File: src/rtl/tach_velocity.sv
// Windowed velocity estimator for a 16-bit quadrature position count.
// Publishes the signed per-window delta with direction, stall and overflow status.
module tach_velocity #(
   parameter int unsigned STALL_WINDOWS = 4
) (
   input  logic       clk,
   input  logic       rst_n,
   input  logic [7:0] counth,
   input  logic [7:0] countl,
   input  logic       enable,
   input  logic [15:0] window,
   input  logic       snap,
   output logic [7:0] velh,
   output logic [7:0] vell,
   output logic       vel_valid,
   output logic       dir,
   output logic       stall,
   output logic       ovf
);

   localparam int unsigned POS_W = 16;
   localparam int unsigned ZC_W  = 4;
   localparam logic [POS_W-1:0] MAG_LIMIT = 16'h4000;
   localparam logic [POS_W-1:0] MAG_MIN   = 16'h8000;

   localparam logic [1:0] S_IDLE  = 2'd0;
   localparam logic [1:0] S_PRIME = 2'd1;
   localparam logic [1:0] S_RUN   = 2'd2;

   logic [1:0]       state_q, state_d;
   logic [POS_W-1:0] timer_q, timer_d;
   logic [POS_W-1:0] base_q, base_d;
   logic [POS_W-1:0] vel_q, vel_d;
   logic [ZC_W-1:0]  zc_q, zc_d;
   logic [7:0]       velh_q, velh_d;
   logic [7:0]       vell_q, vell_d;
   logic             vel_valid_q, vel_valid_d;
   logic             dir_q, dir_d;
   logic             stall_q, stall_d;
   logic             ovf_q, ovf_d;

   logic [POS_W-1:0] pos_c;
   logic [POS_W-1:0] delta_c;
   logic [POS_W-1:0] delta_mag_c;
   logic [POS_W-1:0] prev_mag_c;
   logic             ovf_hit_c;
   logic             publish_c;

   // Delta and trust check against the previously published delta
   always_comb begin
      pos_c       = {counth, countl};
      delta_c     = pos_c - base_q;
      delta_mag_c = delta_c[POS_W-1] ? (16'd0 - delta_c) : delta_c;
      prev_mag_c  = vel_q[POS_W-1] ? (16'd0 - vel_q) : vel_q;
      ovf_hit_c   = (delta_c == MAG_MIN) ||
                    ((delta_c[POS_W-1] != vel_q[POS_W-1]) &&
                     (delta_mag_c > MAG_LIMIT) && (prev_mag_c > MAG_LIMIT));
   end

   // Window sequencer and publish logic
   always_comb begin
      state_d     = state_q;
      timer_d     = timer_q;
      base_d      = base_q;
      vel_d       = vel_q;
      zc_d        = zc_q;
      velh_d      = velh_q;
      vell_d      = vell_q;
      vel_valid_d = 1'b0;
      dir_d       = dir_q;
      stall_d     = stall_q;
      ovf_d       = ovf_q;
      publish_c   = 1'b0;

      case (state_q)
         S_IDLE: begin
            zc_d    = '0;
            stall_d = 1'b0;
            if (enable && (window != 16'd0)) begin
               timer_d = window - 16'd1;
               state_d = S_PRIME;
            end
         end
         S_PRIME: begin
            if (!enable) begin
               state_d = S_IDLE;
            end else if (timer_q == 16'd0) begin
               base_d  = pos_c;
               timer_d = window - 16'd1;
               state_d = (window == 16'd0) ? S_IDLE : S_RUN;
            end else begin
               timer_d = timer_q - 16'd1;
            end
         end
         S_RUN: begin
            if (!enable) begin
               state_d = S_IDLE;
               zc_d    = '0;
               stall_d = 1'b0;
            end else if (timer_q == 16'd0) begin
               publish_c   = 1'b1;
               vel_d       = delta_c;
               dir_d       = delta_c[POS_W-1];
               base_d      = pos_c;
               vel_valid_d = 1'b1;
               timer_d     = window - 16'd1;
               if (delta_c != 16'd0) begin
                  zc_d = '0;
               end else if (zc_q != ZC_W'(STALL_WINDOWS)) begin
                  zc_d = zc_q + ZC_W'(1);
               end
               stall_d = (zc_d == ZC_W'(STALL_WINDOWS));
               if (window == 16'd0) begin
                  state_d = S_IDLE;
               end
            end else begin
               timer_d = timer_q - 16'd1;
            end
         end
         default: begin
            state_d = S_IDLE;
         end
      endcase

      // Snapshot reads the pre-publish velocity; an overflow set beats the snap clear
      if (snap) begin
         velh_d = vel_q[15:8];
         vell_d = vel_q[7:0];
      end
      ovf_d = (publish_c && ovf_hit_c) || (ovf_q && !snap);
   end

   always_ff @(posedge clk or negedge rst_n) begin
      if (!rst_n) begin
         state_q     <= S_IDLE;
         timer_q     <= '0;
         base_q      <= '0;
         vel_q       <= '0;
         zc_q        <= '0;
         velh_q      <= '0;
         vell_q      <= '0;
         vel_valid_q <= 1'b0;
         dir_q       <= 1'b0;
         stall_q     <= 1'b0;
         ovf_q       <= 1'b0;
      end else begin
         state_q     <= state_d;
         timer_q     <= timer_d;
         base_q      <= base_d;
         vel_q       <= vel_d;
         zc_q        <= zc_d;
         velh_q      <= velh_d;
         vell_q      <= vell_d;
         vel_valid_q <= vel_valid_d;
         dir_q       <= dir_d;
         stall_q     <= stall_d;
         ovf_q       <= ovf_d;
      end
   end

   assign velh      = velh_q;
   assign vell      = vell_q;
   assign vel_valid = vel_valid_q;
   assign dir       = dir_q;
   assign stall     = stall_q;
   assign ovf       = ovf_q;

endmodule

File: config.mk
export PLATFORM = sky130hd
export DESIGN_NAME = tach_velocity
export DESIGN_NICKNAME = d
export VERILOG_FILES = /design/src/rtl/tach_velocity.sv
export SDC_FILE = /design/constraint.sdc
export NUM_CORES = 1
export LEC_CHECK = 0
export BUFFER_PORTS_ARGS = -buffer_cell sky130_fd_sc_hd__buf_2
export CAP_MARGIN = 20
export CORE_MARGIN = 2
export CORE_UTILIZATION = 64
export CTS_BUF_LIST = sky130_fd_sc_hd__clkbuf_4
export DETAILED_ROUTE_END_ITERATION = 16
export PLACE_DENSITY = 0.84
export SYNTH_ARGS = -nofsm -noshare
export SYNTH_HDL_FRONTEND = slang
export SYNTH_SLANG_ARGS = --single-unit
File: constraint.sdc
create_clock -name clk -period 5.1 [get_ports clk]
set_input_delay 0.255 -clock clk [delete_from_list [all_inputs] [get_ports clk]]
set_output_delay 0.255 -clock clk [all_outputs]
set_load 0.005 [all_outputs]
* Word-level counts from Yosys, hierarchy flattened
Index checks and enable logic that the tools add are counted.
Cells by class: multiplexer cells 28, reductions and logical operators 21, eq/ne operators 11, add/subtract/negate cells 6, order comparisons 2
Operators with widths (count):
- $mux 16 | 5
- $gt 16x15->1 const B | 2
- $logic_not 16->1 | 2
- $pmux 16 s2 | 1
- $reduce_bool 16->1 | 2
- $sub 1x16->16 const A | 2
- $sub 16x1->16 const B | 2
- $mux 4 | 7
- $eq 16x16->1 const B | 1
- $sub 16x16->16 | 1
- $mux 2 | 7
- $ne 3x3->1 const B | 3
- $reduce_and 3->1 | 3
- $pmux 4 s2 | 1
- $pmux 2 s3 | 1
- $logic_and 1x1->1 | 5
- $mux 1 | 5
- $add 4x1->4 const B | 1
- $eq 4x3->1 const B | 1
- $ne 4x3->1 const B | 1
- $reduce_and 4->1 | 1
- $reduce_bool 2->1 | 2
- $eq 2x1->1 const B | 1
- $eq 2x2->1 const B | 1
- 9 further kinds | 10
Storage, ports and cells: register bits 74, input bits 36, output and inout port bits 20

* Longest topological paths before layout
Gate-level depths: netlist (run 1).
depth after elaboration 10, mapped depth 13

* Worst setup path after synthesis (run 1)
Ideal clock, no wire load.
path type flip-flop to flip-flop, start reg base_q[0], end reg ovf_q, in the netlist ovf, data arrival time 2.773 ns, required time 5.013 ns, slack 2.241 ns, stages on the path, launching flop included 13, library setup time 0.087 ns, path through dfrtp_1 -> ha_1 -> inv_1 -> fa_1 -> a21o_1 -> a21oi_1 -> xor2_1 -> nor4b_4 -> nand3_2 -> or4_1 -> nor2_1 -> nand4_1 -> o211ai_1
On the way: word-level cells in the longest chain between the ends 9, elaborated cells on any way between the ends 11, classes of those cells 2 x add/sub; 1 x order compare; 2 x eq/ne; 1 x mux; 5 x reduce/logical
Ends and longest elaborated chain:
- start, declared | line 32 | logic [POS_W-1:0] base_q, base_d;
- start signal, assigned | line 149 | base_q <= base_d;
- $sub 16x16->16 (*) | line 52 | delta_c = pos_c - base_q;
- $sub 1x16->16 | line 53 | delta_mag_c = delta_c[POS_W-1] ? (16'd0 - delta_c) : delta_c;
- $mux 16 | line 53
- $gt 16x15->1 | line 57 | (delta_mag_c > MAG_LIMIT) && (prev_mag_c > MAG_LIMIT));
- $logic_and 1x1->1 | line 56 | ((delta_c[POS_W-1] != vel_q[POS_W-1]) &&
- $logic_and 1x1->1 | line 57
- $logic_or 1x1->1 (*) | line 55 | ovf_hit_c = (delta_c == MAG_MIN) ||
- $logic_and 1x1->1 (*) | line 130 | ovf_d = (publish_c && ovf_hit_c) || (ovf_q && !snap);
- $logic_or 1x1->1 (*) | line 130
- via ovf_d | line 40 | logic ovf_q, ovf_d;
- end signal, assigned | line 157 | ovf_q <= ovf_d;
- end, declared | line 40
Mark *: on every way through the listed nets, which the timed path passes. The rest lies on a longest branch. A chain may end at the register's enable or synchronous reset.

* Final worst setup path (run 1)
Ends and elaborated chain as after synthesis.

==> results.json, run 1 <==
{
  "cts_root_buf": "clkbuf_4",
  "synthCells": 527,
  "avgSynthCellArea_um2": 9.034,
  "ys_seq_elements": 73,
  "num_rows": 31,
  "synth_xor_xnor_area_share_pct": 4.783,
  "synth_nets": 587,
  "port_buffers": 55,
  "hold_class": "input pin to async pin",
  "muxShareOfSynthArea_pct": 7.753,
  "layout_common_cells": "dfrtp_1 (73), buf_2 (55), nand2_1 (51)",
  "slew_viol_final": 0,
  "r2r_end": "ovf$_DFF_PN0_",
  "slowest_stage": "a2111oi_0",
  "wl_per_cell_um": 15.37,
  "drive_above_1_share_pct": 20.89,
  "dp_hpwl_mm": 7.763,
  "synthAdderAreaFrac_pct": 6.465,
  "crit_fanout": 5,
  "cap_violations": 0,
  "cpPeakStageDelay_ns": 0.49,
  "syn2layout_area_growth_pct": 10.62,
  "synth_warnings": 0,
  "fillers": 568,
  "cts_setup_buffers": 0,
  "vias_per_cell": 6.114,
  "grt_overflow": 0,
  "cp_top_family": "compound AO/OA/AOI/OAI gates",
  "via_count": 4182,
  "drc": 0,
  "antenna_found_initial": 1,
  "min_period_ns": 3.340,
  "arrival_ns": 3.65,
  "tightestPinTransition_ns": 0.9156,
  "fin_crit_sh_pct": 65.50,
  "layout_commonest_cell": "dfrtp_1",
  "clockBufferDepth": 2,
  "powerDensity_mw_per_mm2": 326.8,
  "slew_headroom_pct": 38.96,
  "status": "complete, no violations",
  "r2r_cells": 12,
  "leakage_uw": 0.002418,
  "cts_buffers": 9,
  "ys.flop_type": "dfrtp_1",
  "postCtsHoldBufs": 0,
  "synth_compound_area_share_pct": 18.27,
  "r2r_slack_ns": 1.76,
  "ctsHtreeMaxLevel": 3,
  "synth-simple-area-share_pct": 20.32,
  "grt_pass1_wl_mm": 18.26,
  "place_ws_ns": 1.898,
  "ir_worst_vdd_v": 0.0001941,
  "grt_pass1_vias": 3980,
  "track_usage_pct": 27.27,
  "start_util_pct": 65.99,
  "cts.sinks": 73,
  "firstDrtPassIters": 5,
  "path_class": "register to register",
  "fin_tns_setup_ns": 0,
  "num_io_pins": 56,
  "dieArea_mm2": 0.008145,
  "critPathBufInv": 1,
  "synthArstFlopShare_pct": 100.0,
  "netlist_area_mm2": 0.004761,
  "seq_area_frac_synth_pct": 38.37,
  "skew_ns": 0.01603,
  "rsz0062_at_grt": "false",
  "nets": 639,
  "drtAntennaViolNets": 0,
  "synth_edf_count": 0,
  "start_kind": "register",
  "hold_viol_final": 0,
  "path_clk_slew_ns": 0.13,
  "fp.dieH_um": 90.25,
  "finalSetupViolCount": 0,
  "clk_latency_ns": 0.43,
  "synth_cell_type_count": 66,
  "grt_start_max_net_pins": 74,
  "r2r-start": "base_q[0]$_DFFE_PN0P_",
  "fmax_ghz": 0.2994,
  "cts.repair.resized": 0,
  "worstPathRequired_ns": 5.41,
  "drt_wl_total_mm": 10.51,
  "synth_top_family_by_area": "simple AND/OR/NAND/NOR gates",
  "crit_path_cell_trace": "ha_1, inv_1, fa_1, a21oi_1, o21ai_1, a2111oi_0, a311o_1, a211o_1, nor2_2, mux2i_1, nor4_1, o211ai_1",
  "core_mm2": 0.007214,
  "gp_congestion": 0.8876,
  "critPathCaptureType": "register",
  "cts_tree": "built",
  "drt-initial-drc-count": 249,
  "die_w_um": 90.25,
  "fin_ws_ns": 1.760
}
-- cell families (layout without fill, tap and decap cells) --
logic type      count (synthesis)  count (layout)
simple gates                  186             186
compound gates                137             137
flops                          73              73
buf+inv                        48             105
mux                            33              33
xor+xnor                       26              26
fa+ha+maj                      24              24
other cells                     0               1
-- per-stage QoR --
stage | total power, uW | hold slack (ns) | utilization [%] | area (um2) | cells
2_1_floorplan | 1158 | -0.04059 | - | 4761 | 527
3_3_place_gp | 1270 | 0.4751 | 70.72 | 5102 | 667
3_5_place_dp | 1303 | 0.4805 | 70.72 | 5102 | 667
4_1_cts | 1718 | 0.04345 | 72.96 | 5264 | 683
5_1_grt | 1835 | 0.05489 | 73.00 | 5266 | 684
6_report | 1721 | 0.03949 | 73.00 | 5266 | 684
-- cells in the mapped netlist, types with 3 or more instances --
library cell	number	area (um2)
nor3_1	18	90.09
nand4_1	5	31.28
nand2b_1	8	50.05
xor2_1	11	96.34
o31ai_1	3	22.52
clkbuf_1	10	37.54
ha_1	23	287.8
mux2_2	31	349.1
inv_1	32	120.1
and2_1	3	18.77
a22oi_1	3	22.52
or3_1	9	56.30
dfrtp_1	73	1827
o21bai_1	3	22.52
nand3b_1	3	22.52
nand3_1	18	90.09
a21oi_1	41	205.2
buf_2	4	20.02
nor2_1	35	131.4
xnor2_1	15	131.4
a22o_1	6	52.55
a21o_1	3	22.52
o211ai_1	3	22.52
and3_1	3	18.77
nor3_2	3	30.03
o22ai_1	4	25.02
nand2_1	51	191.4
o21ai_0	42	210.2
nor4_1	8	50.05
nor2b_1	5	31.28
-- worst max path at each step --
stage	cells past startpoint	endpoint	startpoint	slack (ns)
floorplan	12	ovf$_DFF_PN0_	base_q[0]$_DFFE_PN0P_	2.24
global placement	14	ovf$_DFF_PN0_	countl[0]	2.01
detailed placement	14	ovf$_DFF_PN0_	countl[0]	1.90
CTS	12	ovf$_DFF_PN0_	base_q[0]$_DFFE_PN0P_	1.95
global route	12	ovf$_DFF_PN0_	base_q[0]$_DFFE_PN0P_	1.64
finish	12	ovf$_DFF_PN0_	base_q[0]$_DFFE_PN0P_	1.76
-- layout make-up --
cell class	count	area [um2]	area share [%]
inverter	32	120.1	2.281
antenna	1	2.502	0.04752
tap	99	123.9	2.352
clock buffer	9	67.56	1.283
multi-input combinational	406	2741	52.06
sequential	73	1827	34.69
clock inverter	7	93.84	1.782
timing repair buffer	57	290.3	5.512
-- worst reg2reg max path, stage by stage, from the launching register on --
cell and delay (ns):
dfrtp_1 0.37, ha_1 0.19, inv_1 0.07, fa_1 0.42, a21oi_1 0.28, o21ai_1 0.18
a2111oi_0 0.49, a311o_1 0.30, a211o_1 0.23, nor2_2 0.05, mux2i_1 0.11, nor4_1 0.40
o211ai_1 0.14
-- sequential cells by signal, indices dropped and copies added, names as in the netlist, 2 cells and up --
register and count:
base_q 16, state_q 2, velh 8, zc_q 4, vel_q 16, timer_q 16, vell 8
-- power breakdown --
part	internal (uW)	total [uW]	switching, uW
Combinational	211	585	374
Sequential	651	717	65.8
Clock	199	419	221
Total	1060	1720	660
-- metal layers --
metal	part of all wire, %	vias up	track usage [%]
li1	-	2007	-
met1	45	1987	37.73
met2	46	160	43.48
met3	6.2	28	4.090
met4	2.8	0	10.90
met5	0	-	0
No activity file was read; power rests on OpenSTA's default activity.
==> run 2, diff against run 1 <==
CORE_UTILIZATION = 61   (was 64)
PLACE_DENSITY = 0.81   (was 0.84)
clock period = 3.3 ns   (was 5.1 ns; I/O delays follow)
==> run 2 against run 1 <==
Against the previous run: cell area is 3.1% higher; sequential share of layout area is 1.0 points lower; sequential power rose by 55%; largest cell class unchanged; highest routed layer unchanged.
==> results.json, run 2 (same netlist as run 1, synthesis figures left out) <==
{
  "drt-initial-drc-count": 236,
  "top_regs": "base_q x16, timer_q x16, vel_q x16",
  "powerDensity_mw_per_mm2": 463.0,
  "min_period_ns": 3.033,
  "dp_cells": 675,
  "grt_overflow": 0,
  "gp_congestion": 0.9175,
  "drive_above_1_share_pct": 21.36,
  "start_util_pct": 62.25,
  "skew_ns": 0.01977,
  "placedInstanceArea_mm2": 0.005144,
  "drt_wl_total_mm": 10.42,
  "slew_viol_final": 0,
  "cts_setup_buffers": 0,
  "track_usage_pct": 26.29,
  "hold_viol_final": 0,
  "fin_ws_ns": 0.2668,
  "routed.top_layer": "met4",
  "critPathCaptureType": "register",
  "cts_root_buf": "clkbuf_4",
  "cap_violations": 0,
  "arrival_ns": 3.34,
  "hold_class": "input pin to register",
  "antenna_found_initial": 0,
  "slew_headroom_pct": 53.97,
  "start_kind": "register",
  "rsz0062_at_grt": "true",
  "cts_buffers": 9,
  "grt_pass1_wl_mm": 18.19,
  "leakage_uw": 0.002499,
  "fin_crit_sh_pct": 91.91,
  "crit_path_cell_trace": "ha_1, inv_1, fa_1, a21oi_1, o21ai_1, a2111oi_1, a311o_2, a211o_1, nor2_2, mux2i_1, nor4_1, o211ai_1",
  "firstDrtPassIters": 5,
  "status": "complete, no violations",
  "wl_per_cell_um": 14.76,
  "num_io_pins": 56,
  "clockBufferDepth": 2,
  "cpPeakStageDelay_ns": 0.42,
  "cts_tree": "built",
  "ctsHtreeMaxLevel": 3,
  "fp.dieH_um": 92.35,
  "final_cells": 706,
  "vias_per_cell": 5.921,
  "clk_latency_ns": 0.43,
  "grt_start_max_net_pins": 49,
  "holdWs_ns": 0.02068,
  "drtAntennaViolNets": 0,
  "met2_length_mm": 4.853,
  "layout_commonest_cell": "dfrtp_1",
  "dp_hpwl_mm": 7.765,
  "layout_common_cells": "dfrtp_1 (73), buf_2 (55), nand2_1 (51)",
  "wl_met1_mm": 4.869,
  "core_mm2": 0.007647,
  "syn2layout_area_growth_pct": 14.01,
  "num_antenna_cells": 0,
  "nets": 660,
  "cts.sinks": 73,
  "fmax_ghz": 0.3297,
  "slowest_stage": "fa_1",
  "path_clk_slew_ns": 0.12,
  "cp_top_family": "compound AO/OA/AOI/OAI gates",
  "grt_pass1_vias": 4000,
  "dieArea_mm2": 0.008528,
  "place_ws_ns": 0.2373,
  "fin_area_mm2": 0.005428,
  "critPathBufInv": 1,
  "worstPathRequired_ns": 3.60,
  "tightestPinTransition_ns": 0.6905,
  "die_w_um": 92.35,
  "crit_fanout": 5,
  "finalSetupViolCount": 0,
  "via_count": 4180,
  "path_class": "register to register",
  "num_rows": 32,
  "port_buffers": 55,
  "ir_worst_vdd_v": 0.0003257,
  "met3WireLength_um": 508,
  "drc": 0
}
[run 2: changes by cell type in the layout (fill, tap and decap cells not counted), moves of 2 or more]
cell | previous run | this run
dlygate4sd3_1 | 0 | 15
buf_4 | 2 | 7
bufinv_16 | 2 | 0
clkinv_2 | 1 | 3
[run 2: metrics by stage]
stage / power (uW) / utilization, % / setup TNS, ns
3_3_place_gp: 1982 / 67.26 / 0
5_1_grt: 2696 / 70.98 / -0.008109
4_1_cts: 2512 / 70.45 / 0
2_1_floorplan: 1789 / - / 0
3_5_place_dp: 2032 / 67.26 / 0
6_report: 2513 / 70.98 / 0
[run 2: layout make-up]
cell class,count,area (um2)
Inverter,32,120.1
Fill cell,601,2220
Tap cell,102,127.6
Multi-Input combinational cell,406,2751
Sequential cell,73,1827
Clock buffer,9,67.56
Clock inverter,6,36.28
Timing Repair Buffer,78,498.0
[run 2: repair_timing]
| item | CTS | global route |
|---|---|---|
| endpoints found under the setup margin | 0 | 4 |
| endpoints found under the hold margin | 59 | 1 |
| resized for setup | 0 | 3 |
| hold buffers | 14 | 1 |
[run 2: path summary, 6_finish.rpt]
| kind | startpoint | to | slack (ns) | cells after the start |
|---|---|---|---|---|
| setup / recovery | base_q[0]$_DFFE_PN0P_ | ovf$_DFF_PN0_ | 0.27 | 12 |
| min in group asynchronous | rst_n | zc_q[1]$_DFFE_PN0P_ | 0.19 | 2 |
| setup reg to reg | base_q[0]$_DFFE_PN0P_ | ovf$_DFF_PN0_ | 0.27 | 12 |
| hold / removal | countl[2] | base_q[2]$_DFFE_PN0P_ | 0.02 | 2 |
| hold reg to reg | base_q[0]$_DFFE_PN0P_ | base_q[0]$_DFFE_PN0P_ | 0.51 | 2 |
| max in group asynchronous | rst_n | vel_q[14]$_DFFE_PN0P_ | 2.33 | 4 |
[run 2: power breakdown]
part           switching [uW]  internal (uW)
Sequential                102           1010
Combinational             577            356
Clock                     325            147
[run 2: metal layers]
| layer | track usage (%) | vias up |
|---|---|---|
| li1 | - | 2048 |
| met1 | 36.27 | 1978 |
| met2 | 41.79 | 131 |
| met3 | 4.150 | 23 |
| met4 | 10.32 | 0 |
| met5 | 0 | - |
